--- src/rtl/johnson_seq_ctrl_if.sv ---
// Control/status bundle for johnson_seq_ctrl.
// JSEQ_HOLD_EN adds the iHold input.
interface johnson_seq_ctrl_if #(
    parameter int WIDTH  = 4,
    parameter int DIV_W  = 16,
    parameter int STEP_W = 8
);
    logic              iStart;
    logic              iStop;
    logic              iDir;
    logic [STEP_W-1:0] iSteps;
    logic [DIV_W-1:0]  iDiv;
`ifdef JSEQ_HOLD_EN
    logic              iHold;
`endif
    logic [WIDTH-1:0]  oPhase;
    logic              oBusy;
    logic              oDone;
    logic              oStepTick;

    modport master (
        output iStart, iStop, iDir, iSteps, iDiv,
`ifdef JSEQ_HOLD_EN
        output iHold,
`endif
        input  oPhase, oBusy, oDone, oStepTick
    );

    modport slave (
        input  iStart, iStop, iDir, iSteps, iDiv,
`ifdef JSEQ_HOLD_EN
        input  iHold,
`endif
        output oPhase, oBusy, oDone, oStepTick
    );
endinterface

--- src/rtl/johnson_seq_ctrl.sv ---
// Run-control sequencer for a Johnson phase counter.
// Optional JSEQ_HOLD_EN: iHold freezes the run without leaving it.
module johnson_seq_ctrl #(
    parameter int WIDTH  = 4,
    parameter int DIV_W  = 16,
    parameter int STEP_W = 8
) (
    input  logic iClk,
    input  logic iRst_n,
    johnson_seq_ctrl_if.slave bus
);
    typedef enum logic [1:0] {
        S_IDLE,
        S_RUN,
        S_DONE
    } state_t;

    state_t            state_q, state_d;
    logic [WIDTH-1:0]  phase_q, phase_d;
    logic [DIV_W-1:0]  presc_q, presc_d;
    logic [DIV_W-1:0]  div_q, div_d;
    logic [STEP_W-1:0] cnt_q, cnt_d;
    logic [STEP_W-1:0] steps_q, steps_d;
    logic              dir_q, dir_d;
    logic              busy_q, busy_d;
    logic              done_q, done_d;
    logic              tick_q, tick_d;
    logic              hold;
    logic [WIDTH-1:0]  fwd_phase;
    logic [WIDTH-1:0]  rev_phase;

`ifdef JSEQ_HOLD_EN
    assign hold = bus.iHold;
`else
    assign hold = 1'b0;
`endif

    assign fwd_phase = {~phase_q[0], phase_q[WIDTH-1:1]};
    assign rev_phase = {phase_q[WIDTH-2:0], ~phase_q[WIDTH-1]};

    always_comb begin
        state_d = state_q;
        phase_d = phase_q;
        presc_d = presc_q;
        div_d   = div_q;
        cnt_d   = cnt_q;
        steps_d = steps_q;
        dir_d   = dir_q;
        tick_d  = 1'b0;
        // Status flags trail the state by one edge
        busy_d  = (state_q == S_RUN);
        done_d  = (state_q == S_DONE);
        unique case (state_q)
            S_IDLE: begin
                if (bus.iStart && !bus.iStop) begin
                    dir_d   = bus.iDir;
                    steps_d = bus.iSteps;
                    div_d   = bus.iDiv;
                    presc_d = '0;
                    cnt_d   = '0;
                    state_d = S_RUN;
                end
            end
            S_RUN: begin
                if (bus.iStop) begin
                    state_d = S_IDLE;
                end else if (!hold) begin
                    if (presc_q == div_q) begin
                        presc_d = '0;
                        phase_d = dir_q ? rev_phase : fwd_phase;
                        tick_d  = 1'b1;
                        cnt_d   = cnt_q + 1'b1;
                        if (steps_q != '0 && cnt_d == steps_q) begin
                            state_d = S_DONE;
                        end
                    end else begin
                        presc_d = presc_q + 1'b1;
                    end
                end
            end
            S_DONE: begin
                state_d = S_IDLE;
            end
            default: begin
                state_d = S_IDLE;
            end
        endcase
    end

    always_ff @(posedge iClk or negedge iRst_n) begin
        if (!iRst_n) begin
            state_q <= S_IDLE;
            phase_q <= '0;
            presc_q <= '0;
            div_q   <= '0;
            cnt_q   <= '0;
            steps_q <= '0;
            dir_q   <= 1'b0;
            busy_q  <= 1'b0;
            done_q  <= 1'b0;
            tick_q  <= 1'b0;
        end else begin
            state_q <= state_d;
            phase_q <= phase_d;
            presc_q <= presc_d;
            div_q   <= div_d;
            cnt_q   <= cnt_d;
            steps_q <= steps_d;
            dir_q   <= dir_d;
            busy_q  <= busy_d;
            done_q  <= done_d;
            tick_q  <= tick_d;
        end
    end

    assign bus.oPhase    = phase_q;
    assign bus.oBusy     = busy_q;
    assign bus.oDone     = done_q;
    assign bus.oStepTick = tick_q;
endmodule

--- src/flat_wrapper.sv ---
// flat-port wrapper written by rule: the top's interface ports become plain ports
module johnson_seq_ctrl_flat 
#(
    parameter int WIDTH  = 4,
    parameter int DIV_W  = 16,
    parameter int STEP_W = 8
)
  (iClk, iRst_n, bus_iStart, bus_iStop, bus_iDir, bus_iSteps, bus_iDiv, bus_oPhase, bus_oBusy, bus_oDone, bus_oStepTick);
  johnson_seq_ctrl_if #(.WIDTH(WIDTH), .DIV_W(DIV_W), .STEP_W(STEP_W)) bus_i ();
  input  logic iClk;
  input  logic iRst_n;
  input wire logic [$bits(bus_i.iStart)-1:0] bus_iStart;
  input wire logic [$bits(bus_i.iStop)-1:0] bus_iStop;
  input wire logic [$bits(bus_i.iDir)-1:0] bus_iDir;
  input wire logic [$bits(bus_i.iSteps)-1:0] bus_iSteps;
  input wire logic [$bits(bus_i.iDiv)-1:0] bus_iDiv;
  output wire logic [$bits(bus_i.oPhase)-1:0] bus_oPhase;
  output wire logic [$bits(bus_i.oBusy)-1:0] bus_oBusy;
  output wire logic [$bits(bus_i.oDone)-1:0] bus_oDone;
  output wire logic [$bits(bus_i.oStepTick)-1:0] bus_oStepTick;
  assign bus_i.iStart = bus_iStart;
  assign bus_i.iStop = bus_iStop;
  assign bus_i.iDir = bus_iDir;
  assign bus_i.iSteps = bus_iSteps;
  assign bus_i.iDiv = bus_iDiv;
  assign bus_oPhase = bus_i.oPhase;
  assign bus_oBusy = bus_i.oBusy;
  assign bus_oDone = bus_i.oDone;
  assign bus_oStepTick = bus_i.oStepTick;
  johnson_seq_ctrl #(.WIDTH(WIDTH), .DIV_W(DIV_W), .STEP_W(STEP_W)) u_core (.iClk(iClk), .iRst_n(iRst_n), .bus(bus_i));
endmodule
--- config.mk ---
export PLATFORM = sky130hd
export DESIGN_NAME = johnson_seq_ctrl_flat
export DESIGN_NICKNAME = d
export VERILOG_FILES = /design/src/rtl/johnson_seq_ctrl_if.sv /design/src/rtl/johnson_seq_ctrl.sv /design/src/flat_wrapper.sv
export SDC_FILE = /design/constraint.sdc
export NUM_CORES = 1
export LEC_CHECK = 0
export ABC_AREA = 1
export BUFFER_PORTS_ARGS = -buffer_cell sky130_fd_sc_hd__clkbuf_2
export CAP_MARGIN = 20
export CORE_MARGIN = 2
export CORE_UTILIZATION = 25
export DETAILED_ROUTE_END_ITERATION = 12
export SYNTH_ARGS = -nofsm -noshare
export SYNTH_HDL_FRONTEND = slang
export SYNTH_SLANG_ARGS = --single-unit
--- constraint.sdc ---
create_clock -name iClk -period 1.66 [get_ports iClk]
set_input_delay 0.332 -clock iClk [delete_from_list [all_inputs] [get_ports iClk]]
set_output_delay 0.332 -clock iClk [all_outputs]
set_load 0.03 [all_outputs]
==> reports/metrics.csv, run 1 <==
stage,metric,value,unit
status,status,"finished, violations left",
status,violated checks,negative hold slack,
global_routing,initial antenna violation count,0,
synthesis,Yosys reg bits,58,
clock_network,CTS tree,done,
synthesis,synth cell count leaders,"139 x nand2_1, 58 x dfrtp_1, 44 x nor2_1",
clock_network,number of buffers created by CTS,9,
die,chip height,118,um
die,die width,118,um
global_routing,pin count of the biggest net entering global routing,59,
clock_network,H-Tree Depth,3,
timing,fin. max-slew vios,0,
cells_and_area,Util after Layout,34.2,%
pwr,worst vdd ir,0.513,mV
synthesis,post-synthesis sequential area ratio,44.4,%
cells_and_area,fraction of layout cells with a size suffix above 1,30.6,%
timing,Tightest Pin Transition,0.319,ns
critical_path,Worst Setup Path Type,flop to flop,
timing,RSZ-0062 raised after global routing,true,
critical_path,critical path startpoint category,flop,
die,die area,14000,um^2
routing,Antenna Nets Post-Route,0,
routing,Vias/cell,4.33,
clock_network,hold_buf cts,0,
critical_path,reg2reg path depth,12,
hold_path,HP Class,primary input to async pin,
global_routing,met1 usage,14.4,%
cells_and_area,Finished Cell Area,4340,um^2
synthesis,cells after synthesis,440,
timing,Slew Limit Headroom,78.8,%
global_routing,GRT met3 Usage,3.67,%
global_routing,Total GRT Usage,12.1,%
pwr,Leak,2.07,nW
clock_network,"CTS clk-pin slew, worst paths",0.05,ns
critical_path,required time of the critical path,1.89,ns
synthesis,Area contributors post-synth,"dfrtp_1 44%, nand2_1 16%, nand3_1 5.1%, nor2_1 5.1%, o21ai_0 4.9%",
synthesis,most frequent cell after synthesis,nand2_1,
global_routing,first-pass GRT wire length,13500,um
synthesis,synth warn,0,
critical_path,crit-path cells,"inv_2, nand2_1, nand2_1, nor2_2, nand2_2, nor2_4, nand2_4, nand2_4, buf_6, nor2_4, nor2_2, nor2_1",
synthesis,Synth Area per Inst,7.43,um^2
critical_path,CP max FO,5,
routing,drt pass-1 iters,4,
cells_and_area,ANT cells,0,
synthesis,post-synth cell types,31,
timing,fin crit share,96.1,%
die,Placement Rows,41,
pwr,total power,4.56,mW
critical_path,Setup crit end kind,flop,
critical_path,critical path's slowest cell,dfrtp_1,
place,Area after DPL,3770,um^2
die,num ports,36,
place,Final Wtd Congestion,0.908,
synthesis,Post-Syn Area,3270,um^2
clock_network,clock sink total,58,
clock_network,Worst-Skew Late Latency,0.33,ns
routing,drt wl/cell,11.7,um
place,dpl ws,-0.0133,ns
critical_path,Crit path largest cell delay,0.42,ns
timing,Final setup viols,0,
die,initial core utilization,25.8,%
timing,Max Freq,627,MHz
clock_network,worst-case clock buffer depth,2,
cells_and_area,Layout area overhead,32.8,%
critical_path,crit path DAT,1.82,ns
synthesis,post-synth net total,471,
global_routing,busiest grt layer,met2,
timing,Hold WS,-0.0000869,ns
place,Post-DP HPWL,5640,um
pwr,Cell Pwr Density,1050,nW/um^2
synthesis,largest area contributor in the netlist,dfrtp_1,
routing,DR iter-0 viols,215,
die,Placeable Area,12700,um^2
synthesis,top_reg_cell synth,dfrtp_1,
cells_and_area,final net count,539,
timing,final hold vios,1,
synthesis,async set or reset register ratio after synthesis,100,%
routing,total routed wirelength,8000,um
synthesis,top cell type's share of synthesized area,44.4,%
timing,worst setup margin,0.0643,ns
timing,Period minus WS final,1.60,ns
global_routing,routing usage on met2,20.3,%
place,PortBufs,35,
global_routing,number of global-route vias before repair,2929,
global_routing,total grt overflow,0,
timing,Setup Skew,0.00816,ns
routing,Via Count,2966,
run,max_cap viols,0,
synthesis,Post-synth EDFFs,0,
routing,drt drc,0,
clock_network,CTS root buffer,clkbuf_16,
-- power breakdown --
part           switching, mW  leakage [nW]  internal (mW)
Clock                  0.649         0.156           1.35
Sequential             0.127         0.751           1.57
Combinational          0.519          1.17          0.347
Total                   1.30          2.07           3.26
-- state kept, by name (all words and copies together), names as in the netlist --
| register | flops |
|---|---|
| u_core.dir_q | 1 |
| u_core.cnt_q | 8 |
| u_core.state_q | 2 |
| u_core.presc_q | 16 |
| u_core.steps_q | 8 |
| u_core.bus.oStepTick | 1 |
| u_core.div_q | 16 |
| u_core.bus.oBusy | 1 |
| u_core.bus.oPhase | 4 |
| u_core.bus.oDone | 1 |
-- layer usage --
layer  part of all wire, %  vias to the layer above
met5                     0                        -
met1                    45                     1377
met2                    50                       53
li1                      -                     1524
met4                   1.5                        0
met3                   4.3                       12
-- stage by stage --
step,hold slack [ns],cells,TNS [ns]
final,-0.0000869,685,0
after global placement,0.369,657,0
after CTS,0.0132,674,0
after detailed placement,0.368,657,-0.0954
after floorplan,0.0364,440,0
after global routing,0.0243,685,-0.401
-- cell usage in the layout, fill, tap and decap left out, drive strengths merged --
cell type | synthesis | layout
clkbuf | 5 | 46
nor2 | 51 | 51
nand4 | 8 | 8
nand3b | 1 | 1
buf | 4 | 30
o22ai | 1 | 1
xor2 | 8 | 8
bufinv | 0 | 2
clkinv | 2 | 4
nor3 | 6 | 6
a21oi | 3 | 3
nand2 | 154 | 155
o21bai | 2 | 2
o21ai | 44 | 44
a22o | 1 | 1
dfrtp | 58 | 58
nand3 | 34 | 34
ha | 2 | 2
clkinvlp | 0 | 1
inv | 56 | 56
-- layout make-up --
| cell class | instances | area (um^2) |
|---|---|---|
| fill | 1335 | 8330 |
| sequential | 58 | 1450 |
| clock buffer | 11 | 243 |
| multi-input combinational | 316 | 1690 |
| timing repair buffer | 65 | 429 |
| inverter | 58 | 226 |
| clock inverter | 5 | 77.6 |
| tap | 172 | 215 |
-- cells by family (layout without fill, tap and decap cells) --
family                   Yosys count  in the layout  synth area share (%)
adder cells (fa/ha/maj)            2              2                 0.766
XOR/XNOR                           8              8                  2.14
AND/OR/NAND/NOR                  254            255                  35.0
AO/OA/AOI/OAI                     51             51                  9.15
buffers and inverters             67            139                  8.58
flip-flops                        58             58                  44.4
-- critical path, delay by kind of cell, from the launching register on --
family	cells	cell delay (ns)
buffers and inverters	2	0.20
DFF	1	0.42
and+or+nand+nor	10	0.88
-- worst paths after layout --
check	slack [ns]	startpoint	to
max	0.06	u_core.presc_q[9]	u_core.presc_q[10]
min	-0.00009	iRst_n	u_core.cnt_q[0]
max reg2reg	0.06	u_core.presc_q[9]	u_core.presc_q[10]
min reg2reg	0.49	u_core.state_q[0]	u_core.bus.oDone
max in group asynchronous	1.39	iRst_n	u_core.presc_q[1]
min in group iClk	0.20	bus_iDiv[3]	u_core.div_q[3]
-- timing repair --
action                                  CTS  global route
gates resized for setup                   2            35
pin swaps                                 0            18
cloned                                    0             1
endpoints found under the setup margin   19            25
setup buffers                             1            10
hold endpoints to repair                  0             0
(Power assumes the default switching activity.)
==> run 2: changes to the inputs <==
==> constraint.sdc (replaced) <==
create_clock -name iClk -period 1.6 [get_ports iClk]
set_input_delay 0.32 -clock iClk [delete_from_list [all_inputs] [get_ports iClk]]
set_output_delay 0.32 -clock iClk [all_outputs]
set_load 0.03 [all_outputs]
==> run 2 against run 1 <==
  * The run ends with negative hold slack, negative setup slack left
  * Largest power group unchanged
  * Power is 0.75% lower
  * Worst setup slack worse by 0.088 ns
  * Largest cell class unchanged
  * Sequential share of layout area is 0.50 points lower
  * Combinational power is 4.0% higher
  * Worst hold slack worse by 0.0067 ns
  * Clock skew is 0.0015 ns lower
  * Wire length is 4.0% higher
  * Count of clock-buffer cells in the layout is 1 higher
==> reports/metrics.csv, run 2 (synthesized netlist as in run 1, its figures left out) <==
stage,metric,value,unit,change
cells_and_area,final net count,548,,+1.7%
routing,total routed wirelength,8320,um,+4.0%
timing,Hold WS,-0.00677,ns,-0.00668 ns
clock_network,clock sink total,58,,unchanged
critical_path,Worst Setup Path Type,flop to flop,,
clock_network,CTS tree,done,,
die,num ports,36,,unchanged
pwr,total power,4.52,mW,-0.75%
hold_path,HP Class,primary input to async pin,,
cells_and_area,"most common cell after layout, fill and taps aside",nand2_1,,
critical_path,Setup crit end kind,flop,,
pwr,Cell Pwr Density,1030,nW/um^2,-2.1%
global_routing,pin count of the biggest net entering global routing,59,,unchanged
timing,Max Freq,616,MHz,-1.7%
status,status,"finished, violations left",,
critical_path,Critical R2R Capture,u_core.presc_q[14],,
cells_and_area,largest registers,"u_core.div_q x16, u_core.presc_q x16",,
routing,DR iter-0 viols,157,,-27%
die,die width,118,um,unchanged
timing,final hold vios,9,,+8
place,PortBufs,35,,unchanged
cells_and_area,Filler cells,1332,,-0.22%
critical_path,CP max FO,3,,-2
global_routing,Total GRT Usage,12.3,%,+0.27 points
timing,fin crit share,101,%,+5.3 points
clock_network,hold_buf cts,0,,unchanged
cells_and_area,area of the multi-input gates,1740,um^2,+2.7%
critical_path,required time of the critical path,1.86,ns,-0.03 ns
critical_path,reg2reg path depth,9,,-3
routing,drt pass-1 iters,5,,+1
timing,Final setup viols,1,,+1
status,violated checks,"negative hold slack, negative setup slack",,
die,Placeable Area,12700,um^2,unchanged
pwr,worst vdd ir,0.569,mV,+11%
routing,drt wl/cell,12.0,um,+2.8%
critical_path,crit path DAT,1.89,ns,+0.07 ns
place,Post-DP HPWL,5940,um,+5.3%
routing,Via Count,2996,,+1.0%
clock_network,number of buffers created by CTS,9,,unchanged
clock_network,"CTS clk-pin slew, worst paths",0.05,ns,about the same
routing,Vias/cell,4.32,,-0.15%
timing,Period minus WS final,1.62,ns,+0.0276 ns
run,max_cap viols,0,,unchanged
routing,drt drc,0,,unchanged
timing,Tightest Pin Transition,0.314,ns,-0.00448 ns
cells_and_area,most frequent cells in the layout,"133 x nand2_1, 57 x dfrtp_1, 41 x inv_1",,
pwr,Leak,2.11,nW,+2.0%
global_routing,initial antenna violation count,0,,unchanged
die,die area,14000,um^2,unchanged
cells_and_area,FF/Latch Area,1450,um^2,about the same
die,initial core utilization,25.8,%,unchanged
clock_network,Worst-Skew Late Latency,0.33,ns,about the same
clock_network,CTS root buffer,clkbuf_16,,
timing,worst setup margin,-0.0233,ns,-0.0876 ns
timing,fin. max-slew vios,0,,unchanged
global_routing,total grt overflow,0,,unchanged
cells_and_area,fraction of layout cells with a size suffix above 1,31.9,%,+1.3 points
place,dpl ws,-0.0518,ns,-0.0384 ns
cells_and_area,ANT cells,0,,unchanged
critical_path,Critical R2R Launch,u_core.presc_q[0],,
critical_path,reg-to-reg setup timing slack,-0.02,ns,-0.09 ns
timing,RSZ-0062 raised after global routing,true,,
routing,Antenna Nets Post-Route,0,,unchanged
global_routing,first-pass GRT wire length,13800,um,+2.6%
clock_network,worst-case clock buffer depth,2,,unchanged
cells_and_area,Layout area overhead,34.6,%,
place,Final Wtd Congestion,0.894,,-1.5%
clock_network,H-Tree Depth,3,,unchanged
critical_path,critical path startpoint category,flop,,
timing,Slew Limit Headroom,79.1,%,+0.30 points
timing,Setup Skew,0.00671,ns,-0.00145 ns
die,chip height,118,um,unchanged
die,Placement Rows,41,,unchanged
global_routing,number of global-route vias before repair,2925,,-0.14%
==> run 2: changes by cell type in the layout (fill, tap and decap cells not counted), moves of 2 or more <==
| cell | delta |
|---|---|
| nor2_1 | -2 |
| nand3_4 | +2 |
| nor2_4 | +3 |
| buf_4 | +8 |
| o21ai_1 | +2 |
| nand2_2 | +3 |
| nand2_1 | -3 |
==> run 2: per-layer routing <==
metal | share of wire (%) | up-vias | global-route usage (%)
met1 | 43 | 1390 | 14.3
li1 | - | 1544 | -
met3 | 4.8 | 12 | 3.91
met4 | 1.0 | 0 | 4.14
met2 | 51 | 50 | 21.5
met5 | 0 | - | 0
==> run 2: stage by stage <==
stage                     cell area (um^2)  TNS (ns)  std cells  utilization, %
final                                 4400   -0.0233        693            34.7
after CTS                             4160         0        685            32.8
after global placement                3860         0        670            30.4
after floorplan                       3270         0        440               -
after detailed placement              3860    -0.725        670            30.4
after global routing                  4400     -1.08        693            34.7
==> run 2: how the worst max path moves through the flow <==
stage                                  start                 end  slack [ns]  cells past startpoint
final                      u_core.presc_q[0]  u_core.presc_q[14]       -0.02                      9
after global routing       u_core.presc_q[7]  u_core.presc_q[10]       -0.09                     10
after CTS                    u_core.cnt_q[0]   u_core.state_q[0]       0.005                     12
after detailed placement  u_core.presc_q[10]     u_core.cnt_q[7]       -0.05                     11
after global placement    u_core.presc_q[10]   u_core.presc_q[9]     0.00006                     11
after floorplan              u_core.cnt_q[0]   u_core.state_q[0]        0.11                     12
==> run 2: worst max-delay path, stage by stage (launching register included) <==
cell	delay (ns)
dfrtp_1	0.40
ha_2	0.22
nand3_2	0.10
nor2_4	0.16
nand2_1	0.08
inv_2	0.07
nand3_2	0.06
xor2_1	0.20
nand4_1	0.15
nand2_1	0.10
==> run 2: final cells by class <==
class / instances / area share (%)
Tap cell: 172 / 4.89
Multi-Input combinational cell: 317 / 39.5
Sequential cell: 58 / 33.0
Timing Repair Buffer: 73 / 10.9
Clock buffer: 12 / 5.60
Inverter: 58 / 5.15
Clock inverter: 3 / 0.910
==> run 2: repair_timing <==
action                                 in CTS  in global routing
pin swaps                                   0                 17
setup endpoints to repair                  21                 28
resized for setup                           4                 43
setup buffers                               0                  7
gates cloned                                0                  2
endpoints found under the hold margin       0                  0
==> run 2: where the power goes <==
group          switching [mW]  leakage [nW]  internal [mW]
clock network           0.642         0.142           1.23
logic                   0.546          1.22          0.355
registers               0.122         0.752           1.63
total                    1.31          2.11           3.21
==> run 3: changes to the inputs <==
--- a/config.mk
+++ b/config.mk
@@ -11,6 +11,7 @@
 export CORE_MARGIN = 2
 export CORE_UTILIZATION = 25
 export DETAILED_ROUTE_END_ITERATION = 12
+export PLACE_DENSITY = 0.48
 export SYNTH_ARGS = -nofsm -noshare
 export SYNTH_HDL_FRONTEND = slang
 export SYNTH_SLANG_ARGS = --single-unit
==> run 3 against run 2 <==
  * The run now ends clean
  * Non-clock buffer count is 12 higher
  * Worst setup slack improved by 0.042 ns
  * Clock power about the same
  * Critical path depth unchanged
  * Sequential power about the same
  * Sequential share of layout area fell by 0.83 points
  * Core utilization increased by 0.93 points
  * Wire length increased by 0.75%
  * Worst hold slack improved by 0.19 ns
  * Cell count increased by 1.6%
  * Count of clock-buffer cells in the layout is 1 higher
  * Final area grew 2.7%
  * Largest cell class unchanged
==> reports/metrics.csv, run 3 (synthesized netlist as in run 1, its figures left out) <==
stage,metric,value,unit,change
routing,Vias/cell,4.27,,-1.3%
critical_path,reg2reg path depth,9,,unchanged
routing,DR iter-0 viols,90,,-43%
timing,final hold vios,0,,-9
die,Placement Rows,41,,unchanged
hold_path,HP Class,primary input to flop,,
die,die area,14000,um^2,unchanged
critical_path,Crit. Startpoint,u_core.presc_q[1],,
die,chip height,118,um,unchanged
cells_and_area,Layout area overhead,38.2,%,
die,initial core utilization,25.8,%,unchanged
pwr,worst vdd ir,0.514,mV,-9.7%
clock_network,"CTS clk-pin slew, worst paths",0.05,ns,about the same
timing,Hold WS,0.186,ns,+0.193 ns
die,num ports,36,,unchanged
global_routing,pin count of the biggest net entering global routing,50,,-15%
clock_network,clock sink total,58,,unchanged
clock_network,Worst-Skew Late Latency,0.33,ns,about the same
critical_path,CP max FO,6,,+3
global_routing,total grt overflow,0,,unchanged
routing,Met3 Routed Length,309,um,-23%
global_routing,Total GRT Usage,12.6,%,+0.24 points
critical_path,reg-to-reg setup timing slack,0.02,ns,+0.04 ns
clock_network,H-Tree Depth,3,,unchanged
routing,Via Count,3004,,+0.27%
timing,fin crit share,98.8,%,-2.6 points
timing,Period minus WS final,1.58,ns,-0.0418 ns
critical_path,required time of the critical path,1.81,ns,-0.05 ns
hold_path,WHS Path Cells,3,,
place,dpl ws,-0.0607,ns,-0.00894 ns
cells_and_area,ANT cells,0,,unchanged
pwr,Leak,2.18,nW,+3.1%
routing,Antenna Nets Post-Route,0,,unchanged
global_routing,number of global-route vias before repair,3116,,+6.5%
critical_path,crit path to,u_core.bus.oPhase[3],,
cells_and_area,post-route insts no fill,704,,+1.6%
critical_path,Critical R2R Launch,u_core.presc_q[1],,
timing,worst setup margin,0.0185,ns,+0.0418 ns
critical_path,crit-path cells,"xor2_1, nor2_2, nand2_2, nor2_4, nand2_4, nor2_4, inv_2, nand2_1, o21ai_1",,
clock_network,CTS root buffer,clkbuf_16,,
timing,Slew Limit Headroom,80.6,%,+1.5 points
place,Post-DP HPWL,6020,um,+1.4%
routing,met2 wire length,4180,um,-2.3%
place,placed insts,681,,+1.6%
critical_path,Worst Setup Path Type,flop to flop,,
cells_and_area,"most common cell after layout, fill and taps aside",nand2_1,,
routing,total routed wirelength,8380,um,+0.75%
clock_network,worst-case clock buffer depth,2,,unchanged
place,Final Wtd Congestion,0.873,,-2.3%
clock_network,number of buffers created by CTS,9,,unchanged
global_routing,first-pass GRT wire length,14100,um,+1.9%
timing,Setup Skew,0.00342,ns,-0.00329 ns
cells_and_area,final net count,559,,+2.0%
critical_path,Setup crit end kind,flop,,
critical_path,critical path startpoint category,flop,,
routing,drt pass-1 iters,4,,-1
cells_and_area,Util after Layout,35.7,%,+0.93 points
cells_and_area,most frequent cells in the layout,"128 x nand2_1, 56 x dfrtp_1, 43 x buf_4",,
critical_path,critical path's slowest cell,dfrtp_1,,
timing,RSZ-0062 raised after global routing,true,,
cells_and_area,Filler cells,1358,,+2.0%
critical_path,Most common cell on crit path,nor2_4,,
critical_path,Critical R2R Capture,u_core.bus.oPhase[3],,
timing,fin. max-slew vios,0,,unchanged
die,Placeable Area,12700,um^2,unchanged
clock_network,CTS tree,done,,
timing,Tightest Pin Transition,0.292,ns,-0.0226 ns
cells_and_area,fraction of layout cells with a size suffix above 1,35.5,%,+3.7 points
routing,drt drc,0,,unchanged
routing,DRT met1 WL,3790,um,+6.5%
pwr,Cell Pwr Density,1010,nW/um^2,-2.2%
status,status,"complete, no violations",,
timing,Max Freq,632,MHz,+2.6%
critical_path,crit path DAT,1.79,ns,-0.10 ns
critical_path,Crit path largest cell delay,0.43,ns,+0.03 ns
routing,DR top layer,met4,,
timing,Final setup viols,0,,-1
global_routing,initial antenna violation count,0,,unchanged
die,die width,118,um,unchanged
cells_and_area,largest registers,"u_core.div_q x16, u_core.presc_q x16",,
place,PortBufs,35,,unchanged
run,max_cap viols,0,,unchanged
routing,drt wl/cell,11.9,um,-0.83%
run 3: worst min-delay path by stage:
stage	from	to	slack (ns)
after floorplan	iRst_n	u_core.bus.oBusy	0.02
after global placement	iRst_n	u_core.bus.oBusy	0.21
after detailed placement	iRst_n	u_core.steps_q[1]	0.22
after CTS	bus_iDiv[1]	u_core.div_q[1]	0.18
after global routing	bus_iSteps[2]	u_core.steps_q[2]	0.19
final	bus_iDiv[1]	u_core.div_q[1]	0.19
run 3: metrics by stage:
step	area [um^2]	TNS [ns]	total power [mW]
after floorplan	3270	0	2.28
after detailed placement	3950	-0.747	2.57
after global placement	3950	-0.316	2.56
final	4520	0	4.54
after CTS	4280	-0.0153	4.47
after global routing	4520	-0.740	4.81
run 3: metal layers:
metal | track usage (%) | up-vias
li1 | - | 1561
met1 | 14.4 | 1394
met2 | 22.2 | 40
met3 | 3.86 | 9
met4 | 4.22 | 0
met5 | 0 | -
run 3: worst max-delay path, delay by kind of cell, from the launching register on:
kind / cells / cell delay, ns
XOR/XNOR: 1 / 0.17
buffers and inverters: 1 / 0.07
AO/OA/AOI/OAI: 1 / 0.06
AND/OR/NAND/NOR: 6 / 0.72
flip-flops: 1 / 0.43
run 3: timing repair:
item / CTS / global route
endpoints found under the hold margin: 9 / 0
setup buffers: 1 / 5
gates cloned: 0 / 1
pin swaps: 1 / 27
hold buffers: 1 / 0
setup endpoints to repair: 22 / 27
gates resized for setup: 6 / 52
run 3: power by group:
group          internal, mW  leakage [nW]  total, mW  switching, mW
combinational         0.385          1.28      0.937          0.552
clock                  1.20         0.147       1.85          0.645
sequential             1.63         0.750       1.76          0.133
run 3: cell type report:
| type | instances | area, um^2 | area share, % |
|---|---|---|---|
| timing repair buffer | 85 | 593 | 13.1 |
| tap | 172 | 215 | 4.76 |
| inverter | 58 | 229 | 5.07 |
| clock inverter | 2 | 10.0 | 0.222 |
| clock buffer | 13 | 280 | 6.20 |
| sequential | 58 | 1450 | 32.2 |
| multi-input combinational | 316 | 1740 | 38.4 |
